File: src/rtl/fp_addsub_seq_if.sv
// Operand/result bundle between the FP scheduler (master) and the sequenced
// adder/subtractor (slave).
interface fp_addsub_seq_if #(
  parameter int EXP_W = 8,
  parameter int MAN_W = 23
);
  localparam int W = 1 + EXP_W + MAN_W;

  logic         start;
  logic         sub;
  logic [W-1:0] operand_1;
  logic [W-1:0] operand_2;
  logic         busy;
  logic         done;
  logic [W-1:0] Sum;
  logic         invalid;
  logic         overflow;
  logic         underflow;

  modport master (
    output start, sub, operand_1, operand_2,
    input  busy, done, Sum, invalid, overflow, underflow
  );

  modport slave (
    input  start, sub, operand_1, operand_2,
    output busy, done, Sum, invalid, overflow, underflow
  );
endinterface

File: src/rtl/fp_addsub_seq.sv
// Multicycle IEEE-754 adder/subtractor: IDLE -> ALIGN -> ADD -> NORM -> ROUND,
// round-to-nearest-even, flush-to-zero for denormal inputs and results.
module fp_addsub_seq #(
  parameter int EXP_W = 8,
  parameter int MAN_W = 23
) (
  input logic            clk,
  input logic            rst_n,
  fp_addsub_seq_if.slave bus
);
  localparam int W     = 1 + EXP_W + MAN_W;
  localparam int SIG_W = MAN_W + 1;
  localparam int EXT_W = SIG_W + 3;
  localparam int SE_W  = EXP_W + 2;

  localparam logic [EXP_W-1:0] EXP_ONES  = '1;
  localparam logic [EXP_W-1:0] SHIFT_LIM = EXP_W'(EXT_W);
  localparam logic [SE_W-1:0]  EXP_OVF   = {2'b00, EXP_ONES};
  localparam logic [W-1:0]     QNAN      = {1'b0, EXP_ONES, 1'b1, {(MAN_W-1){1'b0}}};

  localparam logic [2:0] ST_IDLE  = 3'd0;
  localparam logic [2:0] ST_ALIGN = 3'd1;
  localparam logic [2:0] ST_ADD   = 3'd2;
  localparam logic [2:0] ST_NORM  = 3'd3;
  localparam logic [2:0] ST_ROUND = 3'd4;

  logic [2:0]   state;
  logic         busy_q, done_q, inv_q, ovf_q, unf_q;
  logic [W-1:0] sum_q;

  logic [W-1:0] op_a, op_b;

  logic             sa, sb;
  logic [EXP_W-1:0] ea, eb;
  logic [MAN_W-1:0] fa, fb;
  logic             za, zb, ia, ib, na, nb;
  logic [W-2:0]     mag_a, mag_b;
  logic [SIG_W-1:0] sig_a, sig_b;
  logic             swap;
  logic             big_s;
  logic [EXP_W-1:0] big_e, sml_e, diff;
  logic [SIG_W-1:0] big_sig, sml_sig;
  logic [EXT_W-1:0] sml_ext, sml_shr, lost_mask, sml_aligned;

  logic             sp_en_d, sp_inv_d;
  logic [W-1:0]     sp_val_d;

  logic             al_sign, al_eff_sub;
  logic [SE_W-1:0]  al_exp;
  logic [EXT_W-1:0] al_sig_a, al_sig_b;
  logic             sp_en, sp_inv;
  logic [W-1:0]     sp_val;

  logic [EXT_W:0]   add_sum;

  logic [SE_W-1:0]  lz;
  logic [EXT_W-1:0] nm_sig;
  logic [SE_W-1:0]  nm_exp;
  logic             nm_zero;

  logic             rnd_up;
  logic [SIG_W:0]   rounded;
  logic [SE_W-1:0]  exp_r;
  logic [MAN_W-1:0] frac_r;
  logic [W-1:0]     res_sum;
  logic             res_inv, res_ovf, res_unf;

  function automatic logic [SE_W-1:0] lzc(input logic [EXT_W-1:0] v);
    lzc = SE_W'(EXT_W);
    for (int i = 0; i < EXT_W; i++) begin
      if (v[i]) lzc = SE_W'(EXT_W - 1 - i);
    end
  endfunction

  // Unpack and classify; exponent-zero encodings are treated as signed zero.
  assign {sa, ea, fa} = op_a;
  assign {sb, eb, fb} = op_b;

  assign za = (ea == '0);
  assign zb = (eb == '0);
  assign ia = (ea == EXP_ONES) && (fa == '0);
  assign ib = (eb == EXP_ONES) && (fb == '0);
  assign na = (ea == EXP_ONES) && (fa != '0);
  assign nb = (eb == EXP_ONES) && (fb != '0);

  assign mag_a = za ? '0 : op_a[W-2:0];
  assign mag_b = zb ? '0 : op_b[W-2:0];
  assign sig_a = za ? '0 : {1'b1, fa};
  assign sig_b = zb ? '0 : {1'b1, fb};

  assign swap    = (mag_b > mag_a);
  assign big_s   = swap ? sb : sa;
  assign big_e   = swap ? eb : ea;
  assign sml_e   = swap ? ea : eb;
  assign big_sig = swap ? sig_b : sig_a;
  assign sml_sig = swap ? sig_a : sig_b;
  assign diff    = big_e - sml_e;

  // Everything shifted past the sticky position collapses into the sticky bit.
  always_comb begin
    sml_ext   = {sml_sig, 3'b000};
    sml_shr   = sml_ext >> diff;
    lost_mask = ~({EXT_W{1'b1}} << diff);
    if (diff >= SHIFT_LIM) begin
      sml_aligned = {{(EXT_W-1){1'b0}}, |sml_ext};
    end else begin
      sml_aligned = sml_shr | {{(EXT_W-1){1'b0}}, |(sml_ext & lost_mask)};
    end
  end

  always_comb begin
    sp_en_d  = 1'b1;
    sp_inv_d = 1'b0;
    sp_val_d = QNAN;
    if (na || nb || (ia && ib && (sa != sb))) begin
      sp_inv_d = 1'b1;
    end else if (ia) begin
      sp_val_d = {sa, EXP_ONES, {MAN_W{1'b0}}};
    end else if (ib) begin
      sp_val_d = {sb, EXP_ONES, {MAN_W{1'b0}}};
    end else if (za && zb) begin
      sp_val_d = {sa & sb, {(W-1){1'b0}}};
    end else begin
      sp_en_d = 1'b0;
    end
  end

  assign lz = lzc(add_sum[EXT_W-1:0]);

  // Round-to-nearest-even on G/R/S, then saturate or flush on the final exponent.
  always_comb begin
    rnd_up  = nm_sig[2] & ((|nm_sig[1:0]) | nm_sig[3]);
    rounded = {1'b0, nm_sig[EXT_W-1:3]} + {{SIG_W{1'b0}}, rnd_up};
    exp_r   = nm_exp + {{(SE_W-1){1'b0}}, rounded[SIG_W]};
    frac_r  = rounded[SIG_W] ? rounded[MAN_W:1] : rounded[MAN_W-1:0];
    res_sum = {al_sign, exp_r[EXP_W-1:0], frac_r};
    res_inv = 1'b0;
    res_ovf = 1'b0;
    res_unf = 1'b0;
    if (sp_en) begin
      res_sum = sp_val;
      res_inv = sp_inv;
    end else if (nm_zero) begin
      res_sum = '0;
    end else if (exp_r[SE_W-1] || (exp_r == '0)) begin
      res_sum = {al_sign, {(W-1){1'b0}}};
      res_unf = 1'b1;
    end else if (exp_r >= EXP_OVF) begin
      res_sum = {al_sign, EXP_ONES, {MAN_W{1'b0}}};
      res_ovf = 1'b1;
    end
  end

  always_ff @(posedge clk or negedge rst_n) begin
    if (!rst_n) begin
      op_a       <= '0;
      op_b       <= '0;
      al_sign    <= 1'b0;
      al_eff_sub <= 1'b0;
      al_exp     <= '0;
      al_sig_a   <= '0;
      al_sig_b   <= '0;
      sp_en      <= 1'b0;
      sp_inv     <= 1'b0;
      sp_val     <= '0;
      add_sum    <= '0;
      nm_sig     <= '0;
      nm_exp     <= '0;
      nm_zero    <= 1'b0;
    end else begin
      case (state)
        ST_IDLE: begin
          if (bus.start) begin
            op_a <= bus.operand_1;
            op_b <= {bus.operand_2[W-1] ^ bus.sub, bus.operand_2[W-2:0]};
          end
        end
        ST_ALIGN: begin
          al_sign    <= big_s;
          al_eff_sub <= sa ^ sb;
          al_exp     <= {2'b00, big_e};
          al_sig_a   <= {big_sig, 3'b000};
          al_sig_b   <= sml_aligned;
          sp_en      <= sp_en_d;
          sp_inv     <= sp_inv_d;
          sp_val     <= sp_val_d;
        end
        ST_ADD: begin
          add_sum <= al_eff_sub ? ({1'b0, al_sig_a} - {1'b0, al_sig_b})
                                : ({1'b0, al_sig_a} + {1'b0, al_sig_b});
        end
        ST_NORM: begin
          nm_zero <= (add_sum == '0);
          if (add_sum[EXT_W]) begin
            nm_sig <= {add_sum[EXT_W:2], add_sum[1] | add_sum[0]};
            nm_exp <= al_exp + SE_W'(1);
          end else begin
            nm_sig <= add_sum[EXT_W-1:0] << lz;
            nm_exp <= al_exp - lz;
          end
        end
        default: ;
      endcase
    end
  end

  // Flags clear when a request is accepted; Sum holds its last result.
  always_ff @(posedge clk or negedge rst_n) begin
    if (!rst_n) begin
      state  <= ST_IDLE;
      busy_q <= 1'b0;
      done_q <= 1'b0;
      sum_q  <= '0;
      inv_q  <= 1'b0;
      ovf_q  <= 1'b0;
      unf_q  <= 1'b0;
    end else begin
      done_q <= 1'b0;
      case (state)
        ST_IDLE: begin
          if (bus.start) begin
            state  <= ST_ALIGN;
            busy_q <= 1'b1;
            inv_q  <= 1'b0;
            ovf_q  <= 1'b0;
            unf_q  <= 1'b0;
          end
        end
        ST_ALIGN: state <= ST_ADD;
        ST_ADD:   state <= ST_NORM;
        ST_NORM:  state <= ST_ROUND;
        ST_ROUND: begin
          state  <= ST_IDLE;
          busy_q <= 1'b0;
          done_q <= 1'b1;
          sum_q  <= res_sum;
          inv_q  <= res_inv;
          ovf_q  <= res_ovf;
          unf_q  <= res_unf;
        end
        default: begin
          state  <= ST_IDLE;
          busy_q <= 1'b0;
        end
      endcase
    end
  end

  assign bus.busy      = busy_q;
  assign bus.done      = done_q;
  assign bus.Sum       = sum_q;
  assign bus.invalid   = inv_q;
  assign bus.overflow  = ovf_q;
  assign bus.underflow = unf_q;
endmodule

File: src/flat_wrapper.sv
// flat-port wrapper written by rule: the top's interface ports become plain ports
module fp_addsub_seq_flat 
#(
  parameter int EXP_W = 8,
  parameter int MAN_W = 23
)
  (clk, rst_n, bus_start, bus_sub, bus_operand_1, bus_operand_2, bus_busy, bus_done, bus_Sum, bus_invalid, bus_overflow, bus_underflow);
  fp_addsub_seq_if #(.EXP_W(EXP_W), .MAN_W(MAN_W)) bus_i ();
  input logic clk;
  input logic rst_n;
  input wire logic [$bits(bus_i.start)-1:0] bus_start;
  input wire logic [$bits(bus_i.sub)-1:0] bus_sub;
  input wire logic [$bits(bus_i.operand_1)-1:0] bus_operand_1;
  input wire logic [$bits(bus_i.operand_2)-1:0] bus_operand_2;
  output wire logic [$bits(bus_i.busy)-1:0] bus_busy;
  output wire logic [$bits(bus_i.done)-1:0] bus_done;
  output wire logic [$bits(bus_i.Sum)-1:0] bus_Sum;
  output wire logic [$bits(bus_i.invalid)-1:0] bus_invalid;
  output wire logic [$bits(bus_i.overflow)-1:0] bus_overflow;
  output wire logic [$bits(bus_i.underflow)-1:0] bus_underflow;
  assign bus_i.start = bus_start;
  assign bus_i.sub = bus_sub;
  assign bus_i.operand_1 = bus_operand_1;
  assign bus_i.operand_2 = bus_operand_2;
  assign bus_busy = bus_i.busy;
  assign bus_done = bus_i.done;
  assign bus_Sum = bus_i.Sum;
  assign bus_invalid = bus_i.invalid;
  assign bus_overflow = bus_i.overflow;
  assign bus_underflow = bus_i.underflow;
  fp_addsub_seq #(.EXP_W(EXP_W), .MAN_W(MAN_W)) u_core (.clk(clk), .rst_n(rst_n), .bus(bus_i));
endmodule
File: config.mk
export PLATFORM = sky130hd
export DESIGN_NAME = fp_addsub_seq_flat
export DESIGN_NICKNAME = d
export VERILOG_FILES = /design/src/rtl/fp_addsub_seq_if.sv /design/src/rtl/fp_addsub_seq.sv /design/src/flat_wrapper.sv
export SDC_FILE = /design/constraint.sdc
export NUM_CORES = 1
export LEC_CHECK = 0
export BUFFER_PORTS_ARGS = -buffer_cell sky130_fd_sc_hd__buf_2
export CORE_UTILIZATION = 40
export DETAILED_ROUTE_END_ITERATION = 16
export SETUP_SLACK_MARGIN = 0.4
export SLEW_MARGIN = 10
export SYNTH_ARGS = -nofsm -noshare
export SYNTH_HDL_FRONTEND = slang
export SYNTH_SLANG_ARGS = --single-unit
File: constraint.sdc
create_clock -name clk -period 9.7 [get_ports clk]
set_input_delay 0.485 -clock clk [delete_from_list [all_inputs] [get_ports clk]]
set_output_delay 0.485 -clock clk [all_outputs]
set_load 0.02 [all_outputs]
# Word-level counts from Yosys, hierarchy flattened
# Cells that the tools add are included.
# W data, S select, Z words.
[word_totals]
ff_bits = 265
out_inout_bits = 37
wordCells = 150
[classes]
n_addsub = 7
magnitude_cmp = 3
eq_ne = 8
n_shift = 3
muxes = 71
bitwise = 10
reduce_logical = 27
[op_table]
columns = ["op", "count"]
rows = [
  ["$mux W32", 6],
  ["$mux W31", 4],
  ["$mux W24", 4],
  ["$mux W5", 16],
  ["$mux W27", 2],
  ["$logic_not A23 Y1", 2],
  ["$reduce_bool A23 Y1", 2],
  ["$mux W4", 8],
  ["$gt A31 B31 Y1", 1],
  ["$add A27 B27 Y28", 1],
  ["$logic_not A28 Y1", 1],
  ["$mux W28", 1],
  ["$sub A27 B27 Y28", 1],
  ["$and A27 B27 Y27", 1],
  ["$not A27 Y27", 1],
  ["$or A27 B1 Y27", 1],
  ["$reduce_or A27 Y1", 1],
  ["$shl A27 B5 Y27", 1],
  ["$shl A27 B8 Y27 const A", 1],
  ["$shr A27 B8 Y27", 1],
  ["$add A24 B1 Y25", 1],
  ["$reduce_or A24 Y1", 1],
  ["$mux W23", 1],
  ["$mux W1", 18],
  ["other kinds (31)", 52],
]

# Longest topological paths before layout
[logic_depth]
word_depth = 29
ltp_mapped = 32

# Worst setup path after synthesis
# No wires, ideal clock.
[synth_timing]
path_type = "register to register"
startpoint = "register u_core.op_a[24]"
endpoint = "register u_core.al_sig_b[1]"
setup_time_ns = 0.126
arrival_ns = 6.783
required_ns = 9.574
path_slack_ns = 2.791
stages_incl_launch_ff = 30
path_buffers = 9
period_less_slack_ns = 6.909
cell_sequence = "dfrtp_1 clkbuf_1 nor2_1 nand3_1 clkbuf_1 clkbuf_1 buf_1 clkbuf_1 nand2_1 ha_1 and4_1 nor4bb_1 nand2_1 o221a_1 a21boi_4 clkbuf_1 clkbuf_1 buf_1 buf_1 a21oi_1 ha_1 o21bai_1 o31ai_1 a31oi_1 or2_1 a32oi_2 or2_4 nor3_1 nor2b_1 a221o_1"
[synth_between]
elab_chain_cells = 8
elab_cells_between_ends = 12
cone_classes = "add/sub (1); order compare (2); shift (1); mux (6); bitwise (1); reduce/logical (1)"
[synth_rtl]
columns = ["element", "line", "text"]
rows = [
  ["start, declared", "fp_addsub_seq.sv:31", "logic [W-1:0] op_a, op_b;"],
  ["start signal, assigned", "fp_addsub_seq.sv:174", "op_a <= bus.operand_1;"],
  ["$logic_not A8 Y1", "fp_addsub_seq.sv:79", "assign za = (ea == '0);"],
  ["$mux W31", "fp_addsub_seq.sv:86", "assign mag_a = za ? '0 : op_a[W-2:0];"],
  ["$gt A31 B31 Y1", "fp_addsub_seq.sv:91", "assign swap = (mag_b > mag_a);"],
  ["$mux W8, on equally long branches", "fp_addsub_seq.sv:93, fp_addsub_seq.sv:94", ""],
  ["$sub A8 B8 Y8", "fp_addsub_seq.sv:97", "assign diff = big_e - sml_e;"],
  ["$shr A27 B8 Y27", "fp_addsub_seq.sv:102", "sml_shr = sml_ext >> diff;"],
  ["$or A27 B1 Y27", "fp_addsub_seq.sv:107", "sml_aligned = sml_shr | {{(EXT_W-1){1'b0}}, |(sml_ext & lost_mask)};"],
  ["$mux W27 *", "fp_addsub_seq.sv:104", "if (diff >= SHIFT_LIM) begin"],
  ["end signal, assigned", "fp_addsub_seq.sv:183", "al_sig_b <= sml_aligned;"],
  ["end, declared", "fp_addsub_seq.sv:50", "logic [EXT_W-1:0] al_sig_a, al_sig_b;"],
]
# Mark *: on every way between the ends. The rest lies on a longest branch, timed or not.
# A chain may end at the register's enable or synchronous reset.

# Worst setup path after layout
[layout_timing]
startpoint = "register u_core.op_b[23]"
endpoint = "register u_core.al_sig_b[1]"
[layout_between]
elab_chain_cells = 8
elab_cells_between_ends = 12
cone_classes = "add/sub (1); order compare (2); shift (1); mux (6); bitwise (1); reduce/logical (1)"
[layout_rtl]
columns = ["element", "line", "text"]
rows = [
  ["start, declared", "fp_addsub_seq.sv:31", ""],
  ["start signal, assigned", "fp_addsub_seq.sv:175", "op_b <= {bus.operand_2[W-1] ^ bus.sub, bus.operand_2[W-2:0]};"],
  ["$logic_not A8 Y1", "fp_addsub_seq.sv:80", "assign zb = (eb == '0);"],
  ["$mux W31", "fp_addsub_seq.sv:87", "assign mag_b = zb ? '0 : op_b[W-2:0];"],
  ["$gt A31 B31 Y1", "fp_addsub_seq.sv:91", ""],
  ["$mux W8, on equally long branches", "fp_addsub_seq.sv:93, fp_addsub_seq.sv:94", ""],
  ["$sub A8 B8 Y8", "fp_addsub_seq.sv:97", ""],
  ["$shr A27 B8 Y27", "fp_addsub_seq.sv:102", ""],
  ["$or A27 B1 Y27", "fp_addsub_seq.sv:107", ""],
  ["$mux W27 *", "fp_addsub_seq.sv:104", ""],
]
# Marked as above.

==> flow_metrics.env <==
export IMPL_final_area_um2=19820
export IMPL_final_nets=2411
export IMPL_post_drt_wl_per_cell_um=19.65
export IMPL_cts_buffer_depth=3
export IMPL_crit_family="compound AO/OA/AOI/OAI gates"
export IMPL_vias=16630
export IMPL_grt_pass1_vias=15980
export IMPL_cpMaxStageDelayCell="xor2_2"
export IMPL_cts_hold_buf=1
export IMPL_worstPathRequired_ns=10.17
export IMPL_clk_latency_ns=0.59
export IMPL_cts_buffers_inserted=29
export IMPL_grt_max_degree=112
export IMPL_grt_overflow=0
export IMPL_dpl_cell_area_um2=18900
export IMPL_synth_area_leaders="dfrtp_1 (33%), nand2_1 (6.9%), ha_1 (6.3%), a21oi_1 (5.6%), o21ai_0 (4.8%)"
export IMPL_path_cells="nor4_1 -> nand2_1 -> and2_0 -> ha_1 -> a21o_1 -> a221o_1 -> a31oi_1 -> o221a_1 -> a21boi_4 -> nor2_1 -> a21oi_1 -> ha_1 -> o21bai_1 -> nor3_2 -> xor2_2 -> buf_4 -> nor2_1 -> o21ai_0 -> o311a_1 -> a21oi_1 -> a221o_1"
export IMPL_crit_type="register to register"
export IMPL_hold_violations=0
export IMPL_h_tree_depth=1
export IMPL_synth_edf_count=0
export IMPL_numPortBuffers=104
export IMPL_critPathBufInv=1
export IMPL_tns_ns=0
export IMPL_clk_pin_slew_worst_paths_ns=0.06
export IMPL_area_growth_pct=10.09
export IMPL_fmax_mhz=139.4
export IMPL_min_delay_start="bus_operand_1[29]"
export IMPL_fin_crit_ns=7.173
export IMPL_final_common_cell="nand2_1"
export IMPL_start_kind="register"
export IMPL_first_iter_violations=1325
export IMPL_cts_tree="done"
export IMPL_slowest_delay_ns=0.90
export IMPL_clock_skew_ns=0.02959
export IMPL_synth_nets=2409
export IMPL_antenna_cells=0
export IMPL_die_y_um=214.2
export IMPL_antenna_found_initial=0
export IMPL_cts_sinks=236
export IMPL_die_w_um=214.2
export IMPL_worst_setup_path_end_kind="register"
export IMPL_synth_avg_cell_area_um2=8.009
export IMPL_r2r_start="u_core.op_b[23]"
export IMPL_ys_warn_count=0
export IMPL_fin_crit_sh_pct=73.94
export IMPL_root_buffer="clkbuf_16"
export IMPL_n_fill_cell=4487
export IMPL_cp_depth=21
export IMPL_hold_path_class="input port to register"
export IMPL_grt_pass1_wl_um=90590
export IMPL_maxCapViolations=0
export IMPL_ys_seq_area_share_pct=32.80
export IMPL_slew_viol_final=0
export IMPL_ant_nets=0
export IMPL_gp_congestion=0.9585
export IMPL_grt_usage_pct=24.19
export IMPL_drt_first_pass_iters=5
export IMPL_synth_cells=2248
export IMPL_ys_ff_latch=236
export IMPL_mostFrequentLayoutCells="nand2_1 (329), dfrtp_1 (236), a21oi_1 (202), nor2_1 (195), o21ai_0 (173)"
export IMPL_cts_resized_gates=0
export IMPL_netlist_area_leader_share_pct=32.80
export IMPL_tightest_slew_ns=1.200
export IMPL_synth_top_flop_cell="dfrtp_1"
export IMPL_cts_setup_buffers=0
export IMPL_final_setup_viol_count=0
export IMPL_netlist_area_um2=18000
export IMPL_crit_start="u_core.op_b[23]"
export IMPL_drt_total_wl_um=56270
export IMPL_hpwl_um=42230
export IMPL_slew_headroom_pct=19.63
export IMPL_drive_gt1_share_pct=11.93
export IMPL_async_reset_ff_share_pct=100.0
export IMPL_rows=77
export IMPL_coreArea_um2=44320
export IMPL_post_synth_top_area_cell="dfrtp_1"
export IMPL_rsz0062_at_grt="false"
export IMPL_post_route_drc_count=0
export IMPL_start_util_pct=40.62
export IMPL_synth_cell_type_count=92
export IMPL_die_area_um2=45860
export IMPL_io_pins=105
export IMPL_reg2reg_depth=21
export IMPL_path_max_fanout=28
export IMPL_avgViaCountPerCell=5.810
export IMPL_outcome="complete, no violations"
export IMPL_holdPathStages=3
export IMPL_critical_path_arrival_ns=7.65
## cells by family (layout without fill, tap and decap cells)
group | after synthesis | in the layout | share of synthesized area [%]
buf+inv | 248 | 271 | 5.324
simple gates | 785 | 785 | 19.69
xor+xnor | 69 | 69 | 3.398
fa+ha+maj | 96 | 96 | 6.713
mux | 141 | 141 | 8.416
flops | 236 | 236 | 32.80
compound gates | 673 | 673 | 23.66
## per-stage QoR
step	hold WS, ns	utilization (%)	worst slack [ns]	std cells
2_1_floorplan	0.1894	-	2.791	2248
3_3_place_gp	0.4580	42.65	2.694	2810
3_5_place_dp	0.4664	42.65	2.667	2810
4_1_cts	0.07714	44.72	2.657	2863
5_1_grt	0.1024	44.72	2.032	2863
6_report	0.09500	44.72	2.527	2863
## sequential cells by signal (all words and copies together) (netlist names), 8 cells and up
signal / count
u_core.al_sig_a: 24
u_core.nm_exp: 10
u_core.add_sum: 28
u_core.op_b: 32
u_core.bus.Sum: 32
u_core.al_sig_b: 27
u_core.nm_sig: 27
u_core.op_a: 32
u_core.al_exp: 8
## tightest hold or removal path, delay by kind of cell
family,cells,cell delay (ns)
buf+inv,1,0.08
compound gates,1,0.06
simple gates,1,0.03
## cells in the mapped netlist, types with 25 or more instances
cell,n
a21oi_1,202
a31oi_1,35
and2_1,31
clkbuf_1,123
dfrtp_1,236
ha_1,91
inv_1,91
mux2_2,63
mux2i_1,76
nand2_1,329
nand3_1,54
nor2_1,195
nor3_1,56
nor4_1,26
o211ai_1,25
o21ai_0,173
xnor2_1,41
xor2_1,27
## cell type report
cell class / instances / area (um2) / share of cell area, %
Clock buffer: 42 / 814.5 / 4.110
Clock inverter: 10 / 96.34 / 0.4861
Inverter: 93 / 349.1 / 1.761
Multi-Input combinational cell: 1764 / 11220 / 56.59
Sequential cell: 236 / 5906 / 29.80
Tap cell: 592 / 740.7 / 3.737
Timing Repair Buffer: 126 / 698.2 / 3.522
## path summary, 6_finish.rpt
path	to	slack (ns)
max	u_core.al_sig_b[1]	2.53
max reg2reg	u_core.al_sig_b[1]	2.53
min	u_core.op_a[29]	0.09
min reg2reg	u_core.bus.Sum[9]	0.47
max in group asynchronous	u_core.add_sum[5]	7.02
min in group asynchronous	u_core.bus.done	0.55
## layer usage
metal  part of all wire (%)  GRT usage (%)  up-vias
met2                     47          40.64      501
li1                       -              -     8072
met1                     45          33.14     7967
met4                    2.7          6.500        0
met5                      0              0        -
met3                    4.7          2.369       94
Power is left out: the tool's default activity adds up to more than one toggle a clock period on the data nets, which glitch-free logic cannot reach.
